**config.mk**
```make
export PLATFORM = sky130hd
export DESIGN_NAME = reg_map_responder
export DESIGN_NICKNAME = d
export VERILOG_FILES = /design/src/rtl/reg_map_pkg.sv /design/src/rtl/reg_map_irq_bank.sv /design/src/rtl/reg_map_responder.sv
export SDC_FILE = /design/constraint.sdc
export NUM_CORES = 1
export LEC_CHECK = 0
export CORE_ASPECT_RATIO = 0.8
export CORE_MARGIN = 3
export CORE_UTILIZATION = 45
export DETAILED_ROUTE_END_ITERATION = 10
export PLACE_DENSITY = 0.69
export SYNTH_ARGS = -nofsm -noshare
export SYNTH_HDL_FRONTEND = slang
export SYNTH_HIERARCHICAL = 1
export SYNTH_SLANG_ARGS = --single-unit
```
**constraint.sdc**
```tcl
create_clock -name clk -period 8.3 [get_ports clk]
set_clock_uncertainty 0.15 [all_clocks]
set_input_delay 0.83 -clock clk [delete_from_list [all_inputs] [get_ports clk]]
set_output_delay 0.83 -clock clk [all_outputs]
set_load 0.01 [all_outputs]
```
**src/rtl/reg_map_pkg.sv**
```systemverilog
// Shared definitions for the register-map responder: address offsets, FSM states,
// register select codes and reset values.
package reg_map_pkg;

    localparam int unsigned ADDR_CTRL     = 32'h000;
    localparam int unsigned ADDR_STATUS   = 32'h004;
    localparam int unsigned ADDR_SCRATCH  = 32'h008;
    localparam int unsigned ADDR_IRQ_STAT = 32'h00C;
    localparam int unsigned ADDR_IRQ_EN   = 32'h010;
    localparam int unsigned ADDR_CYCLE    = 32'h014;

    localparam logic [31:0] CTRL_RST     = 32'h0000_0000;
    localparam logic [31:0] SCRATCH_RST  = 32'h0000_0000;
    localparam logic [31:0] STATUS_RST   = 32'h0000_0000;
    localparam logic [31:0] CYCLE_RST    = 32'h0000_0000;
    localparam logic [7:0]  IRQ_STAT_RST = 8'h00;
    localparam logic [7:0]  IRQ_EN_RST   = 8'h00;

    typedef enum logic [1:0] {
        ST_IDLE,
        ST_WAIT,
        ST_RESP
    } state_e;

    typedef enum logic [2:0] {
        SEL_CTRL,
        SEL_STATUS,
        SEL_SCRATCH,
        SEL_IRQ_STAT,
        SEL_IRQ_EN,
        SEL_CYCLE,
        SEL_NONE
    } reg_sel_e;

    function automatic logic [31:0] bitMerge(input logic [31:0] oldVal,
                                             input logic [31:0] wrVal,
                                             input logic [31:0] biten);
        return (oldVal & ~biten) | (wrVal & biten);
    endfunction

endpackage

```
**src/rtl/reg_map_irq_bank.sv**
```systemverilog
// Interrupt status (W1C, hardware set wins over clear) and enable registers,
// with a registered interrupt output.
module reg_map_irq_bank
    import reg_map_pkg::*;
(
    input  logic       clk,
    input  logic       rst,
    input  logic       i_stat_clr,
    input  logic       i_en_wr,
    input  logic [7:0] i_wr_data,
    input  logic [7:0] i_biten,
    input  logic [7:0] i_hw_set,
    output logic [7:0] o_stat,
    output logic [7:0] o_en,
    output logic       o_irq
);

    logic [7:0] r_stat;
    logic [7:0] r_en;
    logic       r_irq;
    logic [7:0] w_clrMask;

    assign w_clrMask = i_stat_clr ? (i_wr_data & i_biten) : 8'h00;

    // Set is OR-ed after the clear so a simultaneous hardware pulse survives.
    always_ff @(posedge clk or posedge rst) begin
        if (rst) begin
            r_stat <= IRQ_STAT_RST;
            r_en   <= IRQ_EN_RST;
            r_irq  <= 1'b0;
        end else begin
            r_stat <= (r_stat & ~w_clrMask) | i_hw_set;
            if (i_en_wr) begin
                r_en <= (r_en & ~i_biten) | (i_wr_data & i_biten);
            end
            r_irq <= |(r_stat & r_en);
        end
    end

    assign o_stat = r_stat;
    assign o_en   = r_en;
    assign o_irq  = r_irq;

endmodule

```
**src/rtl/reg_map_responder.sv**
```systemverilog
// Bus register-map responder: accepts one request in IDLE, optionally waits,
// then returns a one-cycle response and commits writes as RESP ends.
module reg_map_responder
    import reg_map_pkg::*;
#(
    parameter int DATA_WIDTH  = 32,
    parameter int ADDR_WIDTH  = 11,
    parameter int WAIT_STATES = 0
) (
    input  logic                  clk,
    input  logic                  rst,
    input  logic                  bus_req,
    input  logic                  bus_req_is_wr,
    input  logic [ADDR_WIDTH-1:0] bus_addr,
    input  logic [DATA_WIDTH-1:0] bus_wr_data,
    input  logic [DATA_WIDTH-1:0] bus_wr_biten,
    output logic                  bus_ready,
    output logic [DATA_WIDTH-1:0] bus_rd_data,
    output logic                  bus_err,
    input  logic [31:0]           hw_status,
    input  logic [7:0]            hw_irq_set,
    output logic [31:0]           ctrl_out,
    output logic                  irq
);

    localparam int WAIT_LAST = (WAIT_STATES > 0) ? WAIT_STATES - 1 : 0;

    state_e                r_state;
    state_e                w_next;
    logic [3:0]            r_waitCnt;
    reg_sel_e              r_sel;
    logic                  r_isWr;
    logic [DATA_WIDTH-1:0] r_wrData;
    logic [DATA_WIDTH-1:0] r_biten;
    logic [31:0]           r_status;
    logic [DATA_WIDTH-1:0] r_ctrl;
    logic [DATA_WIDTH-1:0] r_scratch;
    logic [31:0]           r_cycle;
    logic [DATA_WIDTH-1:0] r_rdData;
    logic                  r_err;

    reg_sel_e              w_selIn;
    reg_sel_e              w_sel;
    logic                  w_isWr;
    logic [31:0]           w_status;
    logic [DATA_WIDTH-1:0] w_rdMux;
    logic                  w_errMux;
    logic                  w_accept;
    logic                  w_enterResp;
    logic                  w_commit;
    logic [7:0]            w_irqStat;
    logic [7:0]            w_irqEn;

    always_ff @(posedge clk or posedge rst) begin
        if (rst) begin
            r_state <= ST_IDLE;
        end else begin
            r_state <= w_next;
        end
    end

    always_comb begin
        w_next = r_state;
        case (r_state)
            ST_IDLE: if (bus_req) w_next = (WAIT_STATES == 0) ? ST_RESP : ST_WAIT;
            ST_WAIT: if (r_waitCnt == 4'd0) w_next = ST_RESP;
            ST_RESP: w_next = ST_IDLE;
            default: w_next = ST_IDLE;
        endcase
    end

    always_comb begin
        bus_ready   = (r_state == ST_RESP);
        bus_rd_data = bus_ready ? r_rdData : '0;
        bus_err     = bus_ready ? r_err : 1'b0;
    end

    always_comb begin
        w_selIn = SEL_NONE;
        if (bus_addr[1:0] == 2'b00) begin
            case (bus_addr)
                ADDR_WIDTH'(ADDR_CTRL):     w_selIn = SEL_CTRL;
                ADDR_WIDTH'(ADDR_STATUS):   w_selIn = SEL_STATUS;
                ADDR_WIDTH'(ADDR_SCRATCH):  w_selIn = SEL_SCRATCH;
                ADDR_WIDTH'(ADDR_IRQ_STAT): w_selIn = SEL_IRQ_STAT;
                ADDR_WIDTH'(ADDR_IRQ_EN):   w_selIn = SEL_IRQ_EN;
                ADDR_WIDTH'(ADDR_CYCLE):    w_selIn = SEL_CYCLE;
                default:                    w_selIn = SEL_NONE;
            endcase
        end
    end

    // With zero wait states RESP is entered on the accept edge, so use live inputs.
    assign w_accept    = (r_state == ST_IDLE) && bus_req;
    assign w_enterResp = (w_next == ST_RESP) && (r_state != ST_RESP);
    assign w_sel       = (r_state == ST_IDLE) ? w_selIn : r_sel;
    assign w_isWr      = (r_state == ST_IDLE) ? bus_req_is_wr : r_isWr;
    assign w_status    = (r_state == ST_IDLE) ? hw_status : r_status;
    assign w_commit    = (r_state == ST_RESP) && r_isWr;

    always_comb begin
        w_rdMux  = '0;
        w_errMux = 1'b0;
        case (w_sel)
            SEL_CTRL:     w_rdMux = r_ctrl;
            SEL_STATUS:   w_rdMux = DATA_WIDTH'(w_status);
            SEL_SCRATCH:  w_rdMux = r_scratch;
            SEL_IRQ_STAT: w_rdMux = DATA_WIDTH'(w_irqStat);
            SEL_IRQ_EN:   w_rdMux = DATA_WIDTH'(w_irqEn);
            SEL_CYCLE:    w_rdMux = DATA_WIDTH'(r_cycle);
            default:      w_errMux = 1'b1;
        endcase
        if (w_isWr) begin
            w_rdMux = '0;
        end
    end

    always_ff @(posedge clk or posedge rst) begin
        if (rst) begin
            r_waitCnt <= 4'd0;
            r_sel     <= SEL_NONE;
            r_isWr    <= 1'b0;
            r_wrData  <= '0;
            r_biten   <= '0;
            r_status  <= STATUS_RST;
            r_ctrl    <= CTRL_RST;
            r_scratch <= SCRATCH_RST;
            r_cycle   <= CYCLE_RST;
            r_rdData  <= '0;
            r_err     <= 1'b0;
        end else begin
            r_cycle <= r_cycle + 32'd1;
            if (w_accept) begin
                r_sel     <= w_selIn;
                r_isWr    <= bus_req_is_wr;
                r_wrData  <= bus_wr_data;
                r_biten   <= bus_wr_biten;
                r_status  <= hw_status;
                r_waitCnt <= 4'(WAIT_LAST);
            end else if (r_state == ST_WAIT && r_waitCnt != 4'd0) begin
                r_waitCnt <= r_waitCnt - 4'd1;
            end
            if (w_enterResp) begin
                r_rdData <= w_rdMux;
                r_err    <= w_errMux;
            end
            if (w_commit && r_sel == SEL_CTRL) begin
                r_ctrl <= bitMerge(r_ctrl, r_wrData, r_biten);
            end
            if (w_commit && r_sel == SEL_SCRATCH) begin
                r_scratch <= bitMerge(r_scratch, r_wrData, r_biten);
            end
        end
    end

    reg_map_irq_bank u_irqBank (
        .clk        (clk),
        .rst        (rst),
        .i_stat_clr (w_commit && r_sel == SEL_IRQ_STAT),
        .i_en_wr    (w_commit && r_sel == SEL_IRQ_EN),
        .i_wr_data  (r_wrData[7:0]),
        .i_biten    (r_biten[7:0]),
        .i_hw_set   (hw_irq_set),
        .o_stat     (w_irqStat),
        .o_en       (w_irqEn),
        .o_irq      (irq)
    );

    assign ctrl_out = r_ctrl;

endmodule

```
==> results_dict.tcl, run 1 <==
set metrics [dict create \
    port_buffers 185 \
    cts_resized 0 \
    synth.distinct_cells 73 \
    worst_pin_slew_ps 1220 \
    syn_nets 1360 \
    vias_per_cell 5.45 \
    setup_violations 0 \
    critPathCaptureType "output pin" \
    drive_gt1_frac 0.118 \
    drc 0 \
    hold_buffers 0 \
    drv_cap 0 \
    cts_setup_buffers 0 \
    final_hold_viol_count 0 \
    grt_max_degree 109 \
    coreArea_sq_um 26500 \
    synth_common_cells "nand2_1 (476), dfrtp_1 (250), mux2_2 (54)" \
    rsz0062_at_grt "no" \
    cts_inserted_buffers 27 \
    die_w_um 190 \
    outcome "finished clean" \
    clockBufferDepth 3 \
    ys_seq_area_frac 0.517 \
    dieArea_sq_um 29200 \
    clk_latency_ps 530 \
    hold_end "r_status[5]" \
    ys_seq_elements 252 \
    path_buf_inv 2 \
    synth.most_common_cell "nand2_1" \
    r2r_slack_ps 4800 \
    final_nets 1515 \
    r2r_start "r_state[0]" \
    syn2layout_area_growth_pct 23.5 \
    synthCells 1239 \
    slew_violations 0 \
    required_ps 7320 \
    drtPass1Iterations 5 \
    rows 53 \
    synth_edf_count 0 \
    synth_top_cell_by_area "dfrtp_1" \
    slowest_delay_ps 730 \
    clock_sinks 252 \
    fin_crit_ps 3840 \
    clock.fmax_mhz 260 \
    grt_usage 0.225 \
    holdPathStages 2 \
    rr_worst_depth 6 \
    wl_mm 33.2 \
    finalCoreUtilization 0.570 \
    wl_per_cell_um 18.8 \
    crit_type "reg2out" \
    setup_tns_ps 0 \
    powerDensity_nw_per_um2 208 \
    synth_top_area_frac 0.513 \
    grt-ovfl-total 0 \
    period_share 0.463 \
    crit_chain "and2b_1 -> buf_4 -> and2_1 -> clkdlybuf4s50_1" \
    io_pins 186 \
    dp_hpwl_mm 22.1 \
    slew_headroom 0.182 \
    antenna_found_initial 0 \
    avgSynthCellArea_sq_um 9.85 \
    cp_slowest_cell "and2b_1" \
    syn-cell-area_sq_um 12200 \
    peakVddDrop_uv 183 \
    cts.clk_slew.worst_paths_ps 70 \
    die_y_um 153 \
    hp-class "reg2reg" \
    synth-main-ff-cell "dfrtp_1" \
    grt_pass1_wl_mm 53.1 \
    cts-root-buf "clkbuf_16" \
    routabilityCongestion 0.941 \
    p_leak_nw 6.69 \
    ctsHtreeMaxLevel 1 \
    arrival_ps 2860 \
    drtIter0Drc 813 \
    start_util 0.461 \
    cp_max_fo 19 \
    start_kind "flop" \
    async_reset_ff_frac 1.00 \
    vias 9628 \
    cp_top_family "simple AND/OR/NAND/NOR gates" \
    cts_tree "done" \
    ant_nets 0 \
    ys.warnings.count 6 \
    hp-start "r_status[5]" \
    diodes 0 \
    yosys-top-cells-area "dfrtp_1 (51%), nand2_1 (15%), mux2_2 (5.0%)" \
    grt_pass1_vias 9482 \
]
[report_power, final]
part	leakage, nW	total (mW)	internal [mW]	switching, mW
combinational	3.04	0.483	0.252	0.231
sequential	3.25	1.54	1.39	0.150
clock	0.402	1.12	0.641	0.479
total	6.69	3.14	2.28	0.860
[cell type report]
class / instances / area [sq um]
fill: 2283 / 11400
sequential: 252 / 6310
multi-input combinational: 894 / 5480
timing repair buffer: 194 / 1920
clock buffer: 40 / 774
tap: 357 / 447
inverter: 25 / 101
clock inverter: 6 / 37.5
[per-stage QoR]
step / area (sq um) / cells / worst slack [ps] / power (mW) / hold WS (ps)
3_5_place_dp: 14300 / 1722 / 4460 / 2.04 / 305
4_1_cts: 15100 / 1768 / 4440 / 3.16 / 321
6_report: 15100 / 1768 / 4460 / 3.14 / 322
5_1_grt: 15100 / 1768 / 4330 / 3.28 / 347
3_3_place_gp: 14300 / 1722 / 4580 / 2.02 / 304
2_1_floorplan: 12200 / 1239 / 877 / 1.78 / 285
[worst max path at each step]
stage | from | to | slack, ps | cells after the start
after floorplan | rst | asynchronous set/reset pin | 880 | 1
after global placement | bus_addr[1] | r_rdData[31] | 4580 | 6
after detailed placement | bus_addr[1] | r_rdData[28] | 4460 | 6
after CTS | r_state[0] | bus_rd_data[2] | 4440 | 4
after global routing | r_state[0] | bus_rd_data[2] | 4330 | 4
final | r_state[0] | bus_err | 4460 | 4
[routing by layer]
layer	routed length [um]	share of wire	up-vias	GRT usage
li1	-	-	4524	-
met1	15800	0.48	4704	0.350
met2	14400	0.43	364	0.335
met3	2490	0.075	36	0.0401
met5	0	0	-	0
met4	437	0.013	0	0.0339
[layout by cell type (no fill, tap or decap), types with 8 or more instances in the layout]
master           instances
a22oi_2                 20
inv_1                   24
o31ai_1                  8
xor2_1                  13
a22oi_1                 39
o21ai_0                  9
nand4_1                  8
mux2i_1                 14
dfrtp_1                250
a222oi_1                24
nand3_1                 22
buf_4                    9
and2_1                  34
mux2_1                  13
mux2_4                   8
clkbuf_16               27
clkbuf_1                 8
nor2_1                  21
clkdlybuf4s50_1        185
xnor2_1                 20
mux2_2                  54
nand2_1                475
a21o_1                   8
[tightest hold or removal path, cell delays in order (launching register included)]
cell     delay (ps)
dfrtp_1         340
nand2_1          50
nand2_1          50
[cells by family after synthesis]
logic type	synth area share
simple gates	0.220
flops	0.517
compound gates	0.117
buf+inv	0.0372
mux	0.0831
xor+xnor	0.0237
fa+ha+maj	0.00205
(Power assumes the default switching activity.)
==> run 2: changes to the inputs <==
--- a/config.mk
+++ b/config.mk
@@ -9,7 +9,7 @@
 export CORE_MARGIN = 3
 export CORE_UTILIZATION = 45
 export DETAILED_ROUTE_END_ITERATION = 10
-export PLACE_DENSITY = 0.69
+export PLACE_DENSITY = 0.72
 export SYNTH_ARGS = -nofsm -noshare
 export SYNTH_HDL_FRONTEND = slang
 export SYNTH_HIERARCHICAL = 1
==> constraint.sdc (replaced) <==
create_clock -name clk -period 3.2 [get_ports clk]
set_clock_uncertainty 0.15 [all_clocks]
set_input_delay 0.32 -clock clk [delete_from_list [all_inputs] [get_ports clk]]
set_output_delay 0.32 -clock clk [all_outputs]
set_load 0.01 [all_outputs]
==> run 2 against run 1 <==
Die area did not move; sequential cell count is the same; cell area up 2.2%.
==> results_dict.tcl, run 2 (synthesis results as in run 1) <==
set metrics [dict create \
    outcome "finished clean" \
    port_buffers 185 \
    grt_pass1_vias 9651 \
    required_ps 2730 \
    cp_max_fo 18 \
    drive_gt1_frac 0.137 \
    die_w_um 190 \
    worst_slack_ps 364 \
    io_pins 186 \
    slew_headroom 0.219 \
    drc 0 \
    vias 9764 \
    wl_per_cell_um 19.0 \
    place_ws_ps 302 \
    r2r_start "r_sel[1]" \
    die_y_um 153 \
    drtIter0Drc 1009 \
    clockBufferDepth 3 \
    worst_pin_slew_ps 1170 \
    r2r_slack_ps 420 \
    clock_sinks 252 \
    diodes 0 \
    crit_type "reg2out" \
    dp_hpwl_mm 23.8 \
    coreArea_sq_um 26500 \
    vias_per_cell 5.44 \
    clk_latency_ps 550 \
    cts_tree "done" \
    syn2layout_area_growth_pct 26.2 \
    grt_pass1_wl_mm 54.2 \
    final_nets 1538 \
    dieArea_sq_um 29200 \
    peakVddDrop_uv 510 \
    drtPass1Iterations 7 \
    mostFrequentLayoutCells "nand2_1 (475), dfrtp_1 (250), clkdlybuf4s50_1 (185), mux2_2 (54), a22oi_1 (39)" \
    final_common_cell "nand2_1" \
    powerDensity_nw_per_um2 554 \
    crit_start "r_state[0]" \
    cts.clk_slew.worst_paths_ps 60 \
    drv_cap 0 \
    p_leak_nw 6.88 \
    routabilityCongestion 0.943 \
    setup_violations 0 \
    fill_cells 2232 \
    rr_worst_depth 5 \
    dp_cells 1746 \
    ant_nets 0 \
    placed_area_sq_um 14500 \
    setup_tns_ps 0 \
    final_cells 1794 \
    hold_buffers 0 \
    start_util 0.461 \
    ctsHtreeMaxLevel 1 \
    slew_violations 0 \
    final_hold_viol_count 0 \
    clock.fmax_mhz 353 \
    antenna_found_initial 2 \
    hold_slack_ps 116 \
    cts_inserted_buffers 26 \
    cts_resized 0 \
    grt_max_degree 144 \
    hp-class "in2async" \
    start_kind "flop" \
    rsz0062_at_grt "no" \
    final_cell_area_sq_um 15400 \
    rows 53 \
    grt-ovfl-total 0 \
    critPathCaptureType "output pin" \
    cts_setup_buffers 0 \
    wl_mm 34.1 \
    grt_usage 0.230 \
    fin_crit_ps 2840 \
    cts-root-buf "clkbuf_16" \
    arrival_ps 2370 \
    period_share 0.886 \
]
run 2: cell count changes in the layout (fill, tap and decap cells not counted), moves of 2 or more:
cell,change
buf_12,+4
clkinvlp_4,+3
clkbuf_1,-6
clkbuf_8,+2
clkinv_2,+2
buf_4,+20
bufinv_16,+4
run 2: final cells by class:
type,instances,area [sq um],share of cell area
Clock inverter,13,181,0.0118
Sequential cell,252,6310,0.409
Clock buffer,35,754,0.0490
Inverter,25,97.6,0.00633
Tap cell,357,447,0.0290
Multi-Input combinational cell,894,5470,0.355
Timing Repair Buffer,218,2150,0.140
run 2: through the flow:
step	utilization	power, mW
after floorplan	-	4.61
after global routing	0.582	8.91
after global placement	0.547	5.27
after CTS	0.582	8.59
after detailed placement	0.547	5.31
final	0.582	8.53
run 2: worst paths after layout:
path,endpoint
worst max register to register,r_rdData[26]
max in group asynchronous,r_wrData[22]
min in group clk,r_biten[15]
worst max-delay path,bus_rd_data[5]
worst min register to register,r_cycle[31]
worst min-delay path,u_irqBank/o_stat[6]
run 2: worst max-delay path, cell delays in order (launching register included):
cell	delay [ps]
dfrtp_1	490
and2b_1	310
buf_4	270
and2_1	210
clkdlybuf4s50_1	550
run 2: metal layers:
metal	vias up	part of all wire	GRT usage
li1	4576	-	-
met1	4742	0.48	0.356
met2	397	0.43	0.338
met3	45	0.079	0.0477
met4	4	0.015	0.0430
met5	-	0.00067	0
run 2: power by group:
| part | leakage, nW | internal [mW] | switching (mW) |
|---|---|---|---|
| sequential | 3.25 | 3.59 | 0.396 |
| clock | 0.460 | 1.98 | 1.28 |
| combinational | 3.17 | 0.675 | 0.606 |
==> run 3: changes to the inputs <==
--- a/config.mk
+++ b/config.mk
@@ -10,6 +10,7 @@
 export CORE_UTILIZATION = 45
 export DETAILED_ROUTE_END_ITERATION = 10
 export PLACE_DENSITY = 0.72
+export SKIP_LAST_GASP = 1
 export SYNTH_ARGS = -nofsm -noshare
 export SYNTH_HDL_FRONTEND = slang
 export SYNTH_HIERARCHICAL = 1
==> results of run 3 <==
Final layout, timing and power as in run 2 (identical DEF).
